## config.mk

```make
export PLATFORM = sky130hd
export DESIGN_NAME = weight_stream_reader
export DESIGN_NICKNAME = d
export VERILOG_FILES = /design/src/rtl/weight_pkg.sv /design/src/rtl/weight_skid_fifo.sv /design/src/rtl/weight_stream_reader.sv
export SDC_FILE = /design/constraint.sdc
export NUM_CORES = 1
export LEC_CHECK = 0
export BUFFER_PORTS_ARGS = -buffer_cell sky130_fd_sc_hd__buf_2
export CAP_MARGIN = 20
export CORE_MARGIN = 2
export CORE_UTILIZATION = 61
export DETAILED_ROUTE_END_ITERATION = 7
export PLACE_DENSITY = 0.95
export REMOVE_ABC_BUFFERS = 1
export SETUP_SLACK_MARGIN = 0.5
export SLEW_MARGIN = 25
export SYNTH_ARGS = -nofsm -noshare
export SYNTH_HDL_FRONTEND = slang
export SYNTH_SLANG_ARGS = --single-unit
```

## constraint.sdc

```tcl
create_clock -name CLK -period 5.1 [get_ports CLK]
set_clock_uncertainty 0.1 [all_clocks]
set_input_delay 0 -clock CLK [delete_from_list [all_inputs] [get_ports CLK]]
set_output_delay 0 -clock CLK [all_outputs]
set_load 0.05 [all_outputs]
```

## src/rtl/weight_pkg.sv

```systemverilog
// Shared definitions for the weight streaming path.
//   DEPTH_DEF / DW_DEF / AW_DEF : default column depth, word width, address width
//   rd_state_t                  : reader FSM encoding
package weight_pkg;

   localparam int DEPTH_DEF = 28;
   localparam int DW_DEF    = 16;
   localparam int AW_DEF    = 5;

   typedef enum logic [1:0] {
      IDLE   = 2'd0,
      FETCH  = 2'd1,
      DRAIN  = 2'd2,
      FINISH = 2'd3
   } rd_state_t;

endpackage

```

## src/rtl/weight_skid_fifo.sv

```systemverilog
// Three-entry FIFO that absorbs BRAM read data while the consumer stalls.
//   clk, rst   : clock, synchronous active-high reset (flushes contents)
//   push       : write push_data this cycle
//   pop        : remove the head entry this cycle (ignored when empty)
//   head_data  : current head entry, forced to zero while empty
//   count      : number of stored entries (0..3)
//   not_empty  : at least one entry stored
// Handshake: an entry leaves only when pop is high while not_empty is high;
// the head entry does not change while it is not popped.
module weight_skid_fifo #(
   parameter int WIDTH = 22
) (
   input  logic             clk,
   input  logic             rst,
   input  logic             push,
   input  logic [WIDTH-1:0] push_data,
   input  logic             pop,
   output logic [WIDTH-1:0] head_data,
   output logic [1:0]       count,
   output logic             not_empty
);

   logic [WIDTH-1:0] mem [0:2];
   logic [1:0]       wr_ptr;
   logic [1:0]       rd_ptr;
   logic             do_push;
   logic             do_pop;

   function automatic logic [1:0] next_ptr(input logic [1:0] p);
      return (p == 2'd2) ? 2'd0 : p + 2'd1;
   endfunction

   assign not_empty = (count != 2'd0);
   assign do_pop    = pop && not_empty;
   // A push into a full FIFO is accepted only when the head leaves the same cycle.
   assign do_push   = push && ((count != 2'd3) || do_pop);
   assign head_data = not_empty ? mem[rd_ptr] : '0;

   always_ff @(posedge clk) begin
      if (rst) begin
         wr_ptr <= 2'd0;
         rd_ptr <= 2'd0;
         count  <= 2'd0;
         for (int i = 0; i < 3; i++) mem[i] <= '0;
      end else begin
         if (do_push) begin
            mem[wr_ptr] <= push_data;
            wr_ptr      <= next_ptr(wr_ptr);
         end
         if (do_pop) rd_ptr <= next_ptr(rd_ptr);
         case ({do_push, do_pop})
            2'b10:   count <= count + 2'd1;
            2'b01:   count <= count - 2'd1;
            default: count <= count;
         endcase
      end
   end

endmodule

```

## src/rtl/weight_stream_reader.sv

```systemverilog
// Streams DEPTH weight words out of a BRAM (one-cycle read latency) into a
// valid/ready consumer, throttling reads so the 3-entry FIFO never overflows.
//   CLK, RST            : clock, synchronous active-high reset
//   START               : one-cycle request, accepted only in IDLE
//   BRAM_ADDR/EN/WE/DI  : BRAM read port (WE and DI tied to zero)
//   BRAM_DO             : BRAM read data, valid the cycle after a read is issued
//   W_DATA/W_INDEX/W_LAST/W_VALID, W_READY : output stream
//   BUSY, DONE          : activity flag and end-of-stream pulse
//   DBG_STATE           : current FSM state
// Handshake: a word transfers at a posedge where W_VALID and W_READY are both
// high; while W_VALID is high and W_READY low, W_DATA/W_INDEX/W_LAST hold.
module weight_stream_reader
   import weight_pkg::*;
#(
   parameter int DEPTH = DEPTH_DEF,
   parameter int DW    = DW_DEF,
   parameter int AW    = AW_DEF
) (
   input  logic          CLK,
   input  logic          RST,
   input  logic          START,
   output logic [AW-1:0] BRAM_ADDR,
   output logic          BRAM_EN,
   output logic          BRAM_WE,
   output logic [DW-1:0] BRAM_DI,
   input  logic [DW-1:0] BRAM_DO,
   output logic [DW-1:0] W_DATA,
   output logic [AW-1:0] W_INDEX,
   output logic          W_VALID,
   input  logic          W_READY,
   output logic          W_LAST,
   output logic          BUSY,
   output logic          DONE,
   output rd_state_t     DBG_STATE
);

   localparam int            FW        = DW + AW + 1;
   localparam logic [AW-1:0] LAST_ADDR = AW'(DEPTH - 1);

   rd_state_t     state_q, state_d;
   logic [AW-1:0] rd_ptr_q;     // next address to issue
   logic [AW-1:0] addr_q;       // most recently issued address
   logic          inflight_q;   // a read was issued last cycle
   logic          issue;
   logic [1:0]    fifo_count;
   logic [2:0]    occupancy;
   logic [FW-1:0] push_data;
   logic [FW-1:0] head_data;
   logic          pop;

   // Occupancy uses only registered state, so W_READY never reaches BRAM_EN/ADDR.
   assign occupancy = {1'b0, fifo_count} + {2'b00, inflight_q};

   always_comb begin
      state_d = state_q;
      issue   = 1'b0;
      case (state_q)
         IDLE:   if (START) state_d = FETCH;
         FETCH: begin
            if (occupancy < 3'd3) begin
               issue = 1'b1;
               if (rd_ptr_q == LAST_ADDR) state_d = DRAIN;
            end
         end
         DRAIN:  if (pop && W_LAST) state_d = FINISH;
         FINISH: state_d = IDLE;
         default: state_d = IDLE;
      endcase
   end

   always_ff @(posedge CLK) begin
      if (RST) begin
         state_q    <= IDLE;
         rd_ptr_q   <= '0;
         addr_q     <= '0;
         inflight_q <= 1'b0;
      end else begin
         state_q    <= state_d;
         inflight_q <= issue;
         if (state_q == IDLE && START) rd_ptr_q <= '0;
         if (issue) begin
            addr_q   <= rd_ptr_q;
            rd_ptr_q <= rd_ptr_q + AW'(1);
         end
      end
   end

   assign BRAM_EN   = issue;
   assign BRAM_ADDR = issue ? rd_ptr_q : addr_q;
   assign BRAM_WE   = 1'b0;
   assign BRAM_DI   = '0;

   // addr_q still names the read whose data is on BRAM_DO this cycle.
   assign push_data = {(addr_q == LAST_ADDR), addr_q, BRAM_DO};
   assign pop       = W_VALID && W_READY;

   weight_skid_fifo #(.WIDTH(FW)) u_fifo (
      .clk       (CLK),
      .rst       (RST),
      .push      (inflight_q),
      .push_data (push_data),
      .pop       (pop),
      .head_data (head_data),
      .count     (fifo_count),
      .not_empty (W_VALID)
   );

   assign {W_LAST, W_INDEX, W_DATA} = head_data;
   assign BUSY      = (state_q != IDLE);
   assign DONE      = (state_q == FINISH);
   assign DBG_STATE = state_q;

endmodule
```

==> results.toml, run 1 <==
[outcome]
status = "finished, final reports clean"

[placement]
dp_hpwl_um = 5970
place_congestion = 0.792
io_buffers = 52
dpl_worst_slack_ns = 2.68

[critical_path]
cp.required_ns = 5.00
crit_arrival_ns = 2.37
cpMaxStageDelayCell = "dfxtp_1"
cp-end-kind = "primary output"
start_kind = "flip-flop"
r2r_cells = 5
critical_path.max_fanout = 8
path_class = "reg2out"
path_cells = "ha_1 -> ha_1 -> a21oi_1 -> nand2_1 -> mux2_1 -> buf_2"
cp_slowest_stage_delay_ns = 0.50
cp_common_cell = "ha_1"

[sta]
max-slew-margin-rel_pct = 36.0
finalHoldViolCount = 0
final-max-slew-violation-count = 0
holdWs_ns = 0.289
setup_tns_ns = 0
grt_setup_unrepaired = "no"
worst_pin_slew_ns = 0.960
layout_setup_ws_ns = 2.63
setup_viol = 0
post-route-period-util_pct = 48.5
max_freq_ghz = 0.404
post-route-min-period_ns = 2.47

[synth]
syn_avg_cell_area_um2 = 14.3
muxShareOfSynthArea_pct = 11.1
syn_area_um2 = 4950
synth-simple-area-share_pct = 17.1
synth_xor_area_share_pct = 0.354
netlist_instances = 346
synth.area.top_cells = "edfxtp_1 (53%), mux4_2 (10%), dfxtp_1 (8.5%)"
synthAdderAreaFrac_pct = 2.02
async_reset_ff_share_pct = 0
synth_compound_area_share_pct = 2.98
synth_edf_count = 88
synth_top_family_by_area = "simple AND/OR/NAND/NOR gates"
yosysTopAreaCell = "edfxtp_1"
ys.flop_type = "edfxtp_1"
synth_seq_cells = 109
ys_seq_area_share_pct = 61.9
yosys_warnings = 0
yosysUniqueCellTypes = 41
yosys.area.top_type_share_pct = 53.4

[die]
die_x_um = 94.1
start_util_pct = 63.4
die_area_um2 = 8850
num_io_pins = 70
die_y_um = 94.1
rows = 32
core_area_um2 = 7810

[routing]
wl_per_cell_um = 17.5
drtIter0Drc = 173
first_pass_iters = 4
drtAntennaViolNets = 0
drc = 0
vias = 2878
routed_via_density = 5.49
totalWireLength_um = 9200

[global_routing]
grt_pass1_wl_um = 14700
grt_pass1_vias = 2971
gr-total-overflow = 0
antenna_found_initial = 0
grt_usage_pct = 22.4
grt_max_degree = 28

[clock_tree]
cts-root-buf = "clkbuf_8"
cts-resized-gates = 0
h-tree-depth = 3
clock_latency_ns = 0.35
cts.sinks = 109
post_cts_buffers = 0
cts_made_buffers = 9
ctsHoldBuffers = 19
clk_pin_slew_ns = 0.09
cts_buffer_depth = 2
cts_tree = "yes"

[cells_and_area]
drive_gt1_share_pct = 25.4
mostFrequentLayoutCell = "edfxtp_1"
layout_common_cells = "edfxtp_1 (88), and2_1 (66), buf_2 (52)"
nets = 445
multiInputGateArea_um2 = 1750
n_antenna_cell = 0
fillers = 502
seqCellArea_um2 = 3060
area_delta_synth_final_pct = 14.2

[min_path]
hold-path-cell-count = 2
hp-class = "in2reg"

[power_and_ir_drop]
cellLeakagePower_nw = 2.18
powerDensity_nw_per_um2 = 402
ir_drop_mv = 0.372

[run]
cap_violations = 0
-- Yosys cell counts (2+ instances only) --
master	instances
a211oi_1	2
a21oi_1	12
and2_1	66
buf_1	2
buf_4	19
clkbuf_1	11
dfxtp_1	21
edfxtp_1	88
ha_1	8
inv_1	6
inv_2	2
mux2_1	5
mux4_2	22
nand2_1	6
nand3_1	3
nand4_1	2
nor2_1	9
nor2b_1	29
nor3_1	5
nor4b_2	2
o21ai_0	3
or2_1	3
or3_1	2
-- state kept, by name, summed over array words and instances, names as in the netlist, named ones only --
name,count
u_fifo.rd_ptr,2
rd_ptr_q,5
u_fifo.wr_ptr,2
DBG_STATE,2
u_fifo.mem,88
inflight_q,1
u_fifo.count,2
addr_q,5
-- metal layers --
metal,vias up,track usage [%],routed length (um)
met5,-,0,0
met4,0,4.83,59
met3,7,6.18,639
met2,105,40.8,5010
met1,1412,26.6,3490
li1,1354,-,-
-- kinds of logic (layout without fill, tap and decap cells) --
group                      after synthesis  after routing
other                                    1             17
adders and majority gates                8              8
AOI/OAI and AO/OA                       24             24
and+or+nand+nor                        135            135
DFF                                    109            109
xor gates and xnor gates                 2              2
muxes                                   27             27
buffers and inverters                   40            100
-- worst max-delay path, delay by kind of cell, from the launching register on --
kind	cells	cell delay [ns]
AOI/OAI and AO/OA	1	0.19
DFF	1	0.50
buffers and inverters	1	0.22
adders and majority gates	2	0.46
and+or+nand+nor	1	0.26
muxes	1	0.40
-- report_power, final --
| part | internal [W] | total, W | switching, W |
|---|---|---|---|
| Sequential | 0.00102 | 0.00106 | 0.0000436 |
| Combinational | 0.000225 | 0.000705 | 0.000480 |
| Clock | 0.000228 | 0.000503 | 0.000275 |
| Total | 0.00147 | 0.00227 | 0.000799 |
-- worst paths after layout --
kind	startpoint	end	slack, ns
worst max-delay path	u_fifo.count[0]	BRAM_ADDR[1]	2.63
worst min-delay path	BRAM_DO[14]	u_fifo.mem[3][14]	0.29
worst max register to register	u_fifo.count[0]	u_fifo.mem[1][5]	2.67
worst min register to register	rd_ptr_q[4]	rd_ptr_q[4]	0.40
-- layout make-up --
type / count / share of cell area (%)
Sequential cell: 109 / 54.2
Timing Repair Buffer: 76 / 8.64
Tap cell: 102 / 2.26
Clock inverter: 5 / 1.09
Inverter: 8 / 0.531
Clock buffer: 11 / 2.33
Multi-Input combinational cell: 213 / 30.9
-- through the flow --
| step | util [%] | total power [W] | instances | instance area (um^2) |
|---|---|---|---|---|
| detailed placement | 67.4 | 0.00178 | 489 | 5260 |
| floorplan | - | 0.00161 | 330 | 4820 |
| finish | 72.4 | 0.00227 | 524 | 5650 |
| global placement | 67.4 | 0.00175 | 489 | 5260 |
| global route | 72.4 | 0.00237 | 524 | 5650 |
| CTS | 72.3 | 0.00228 | 524 | 5640 |
Note: power is estimated with default switching activity, not from simulation.
==> inputs of run 2 (changes only) <==
- CORE_UTILIZATION: 61 -> 57
- PLACE_DENSITY: 0.95 -> 0.9
- clock period: 5.1 -> 2.3 ns (I/O delays scaled with it)
==> results.toml, run 2 (same netlist as run 1, synthesis figures left out) <==
[outcome]
status = "finished, final reports clean"

[run]
cap_violations = 0

[critical_path]
path_class = "reg2out"
r2r_cells = 9
path_cells = "buf_12 -> buf_16 -> mux4_2 -> nor2b_4 -> buf_6"
cp.required_ns = 2.20
critical_path.max_fanout = 5
start_kind = "flip-flop"
crit_arrival_ns = 1.93
reg2reg_slack_ns = 0.29
cpMaxStageDelayCell = "mux4_2"
cp-end-kind = "primary output"
worstReg2RegEnd = "u_fifo.mem[0][11]"
timing.rr.start = "u_fifo.count[0]"
cp_slowest_stage_delay_ns = 0.53

[clock_tree]
cts_tree = "yes"
clk_pin_slew_ns = 0.11
cts-root-buf = "clkbuf_8"
h-tree-depth = 3
cts.sinks = 109
cts_buffer_depth = 2
clock_latency_ns = 0.38
cts_made_buffers = 9

[cells_and_area]
area_delta_synth_final_pct = 38.1
regMostFlops = "u_fifo.mem"
drive_gt1_share_pct = 40.9
n_antenna_cell = 0
utilization_pct = 82.4
layout_common_cells = "edfxtp_1 (88), and2_1 (66), buf_6 (37)"
largest_register_ffs = 88
nets = 493
final_cells = 575
mostFrequentLayoutCell = "edfxtp_1"
reg_top3 = "u_fifo.mem: 88 flops, addr_q: 5 flops, rd_ptr_q: 5 flops"

[min_path]
hold-path-cell-count = 2
worstHoldStart = "RST"
holdPathEnd = "addr_q[1]"
hp-class = "in2reg"

[placement]
place_congestion = 0.782
dp_hpwl_um = 5830
io_buffers = 52
dp.cells = 497

[sta]
post-route-min-period_ns = 2.03
max-slew-margin-rel_pct = 56.4
worst_pin_slew_ns = 0.654
setup_tns_ns = 0
final-max-slew-violation-count = 0
finalHoldViolCount = 0
post-route-period-util_pct = 88.2
setup_viol = 0
max_freq_ghz = 0.493
grt_setup_unrepaired = "yes"

[routing]
totalWireLength_um = 14300
first_pass_iters = 4
routed_via_density = 6.12
drc = 0
drtIter0Drc = 353
vias = 3518
wl_per_cell_um = 24.9
drtAntennaViolNets = 0

[power_and_ir_drop]
powerDensity_nw_per_um2 = 924
ir_drop_mv = 0.723
cellLeakagePower_nw = 2.63

[global_routing]
grt_usage_pct = 25.1
grt_max_degree = 28
antenna_found_initial = 0
grt_pass1_vias = 3337
grt_pass1_wl_um = 17900
gr-total-overflow = 0

[die]
start_util_pct = 59.6
die_y_um = 97.2
die_x_um = 97.2
rows = 33
num_io_pins = 70
core_area_um2 = 8300
die_area_um2 = 9440
run 2: changes by cell type in the layout (fill, tap and decap cells not counted), sizes merged:
| cell | delta |
|---|---|
| clkinv | +2 |
| buf | +47 |
| clkinvlp | -1 |
| nor2 | +1 |
| dlygate4sd3 | -2 |
| inv | +1 |
run 2: final cells by class:
| cell class | instances | area (um^2) |
|---|---|---|
| Fill cell | 362 | 1460 |
| Timing Repair Buffer | 123 | 1400 |
| Tap cell | 105 | 131 |
| Clock buffer | 9 | 124 |
| Inverter | 8 | 35.0 |
| Clock inverter | 7 | 65.1 |
| Multi-Input combinational cell | 214 | 2010 |
| Sequential cell | 109 | 3070 |
run 2: critical path: cells and delay by family, from the launching register on:
family	cells	cell delay, ns
multiplexers	1	0.53
AND/OR/NAND/NOR	1	0.15
flip-flops	1	0.43
buffers and inverters	3	0.42
run 2: layer usage:
layer / vias to the layer above / global-route usage (%) / share of wire [%]
met5: - / 0 / 0
li1: 1458 / - / -
met3: 55 / 4.17 / 10
met4: 0 / 10.2 / 3.7
met2: 283 / 45.6 / 52
met1: 1722 / 29.6 / 35
run 2: how the worst max path moves through the flow:
stage,slack (ns),startpoint,depth (start not counted),endpoint
final,0.27,flip-flop,5,W_DATA[14]
after global routing,0.24,flip-flop,5,W_DATA[14]
after CTS,0.33,flip-flop,5,W_DATA[9]
after detailed placement,0.21,u_fifo.count[0],6,addr_q[0]
after global placement,0.32,u_fifo.count[0],6,addr_q[4]
after floorplan,-1.05,u_fifo.count[0],3,u_fifo.mem[3][0]
run 2: timing repair:
item	in CTS	in global routing
setup endpoints to repair	173	153
gates resized for setup	95	69
endpoints found under the hold margin	66	0
hold buffers	17	0
cloned	6	6
pin swaps	8	9
setup buffers	21	12
run 2: power by group:
part	switching, W	internal [W]
Combinational	0.00151	0.00124
Sequential	0.000122	0.00227
Clock	0.000681	0.000497
Total	0.00232	0.00400
run 2: per-stage QoR:
stage / worst slack (ns) / hold WS (ns) / power [W] / cell area (um^2)
3_5_place_dp: 0.215 / 0.116 / 0.00397 / 5350
2_1_floorplan: -1.05 / -0.0309 / 0.00358 / 4820
6_report: 0.272 / 0.0347 / 0.00632 / 6840
3_3_place_gp: 0.324 / 0.112 / 0.00392 / 5340
5_1_grt: 0.237 / 0.0663 / 0.00650 / 6840
4_1_cts: 0.325 / 0.00672 / 0.00566 / 6360
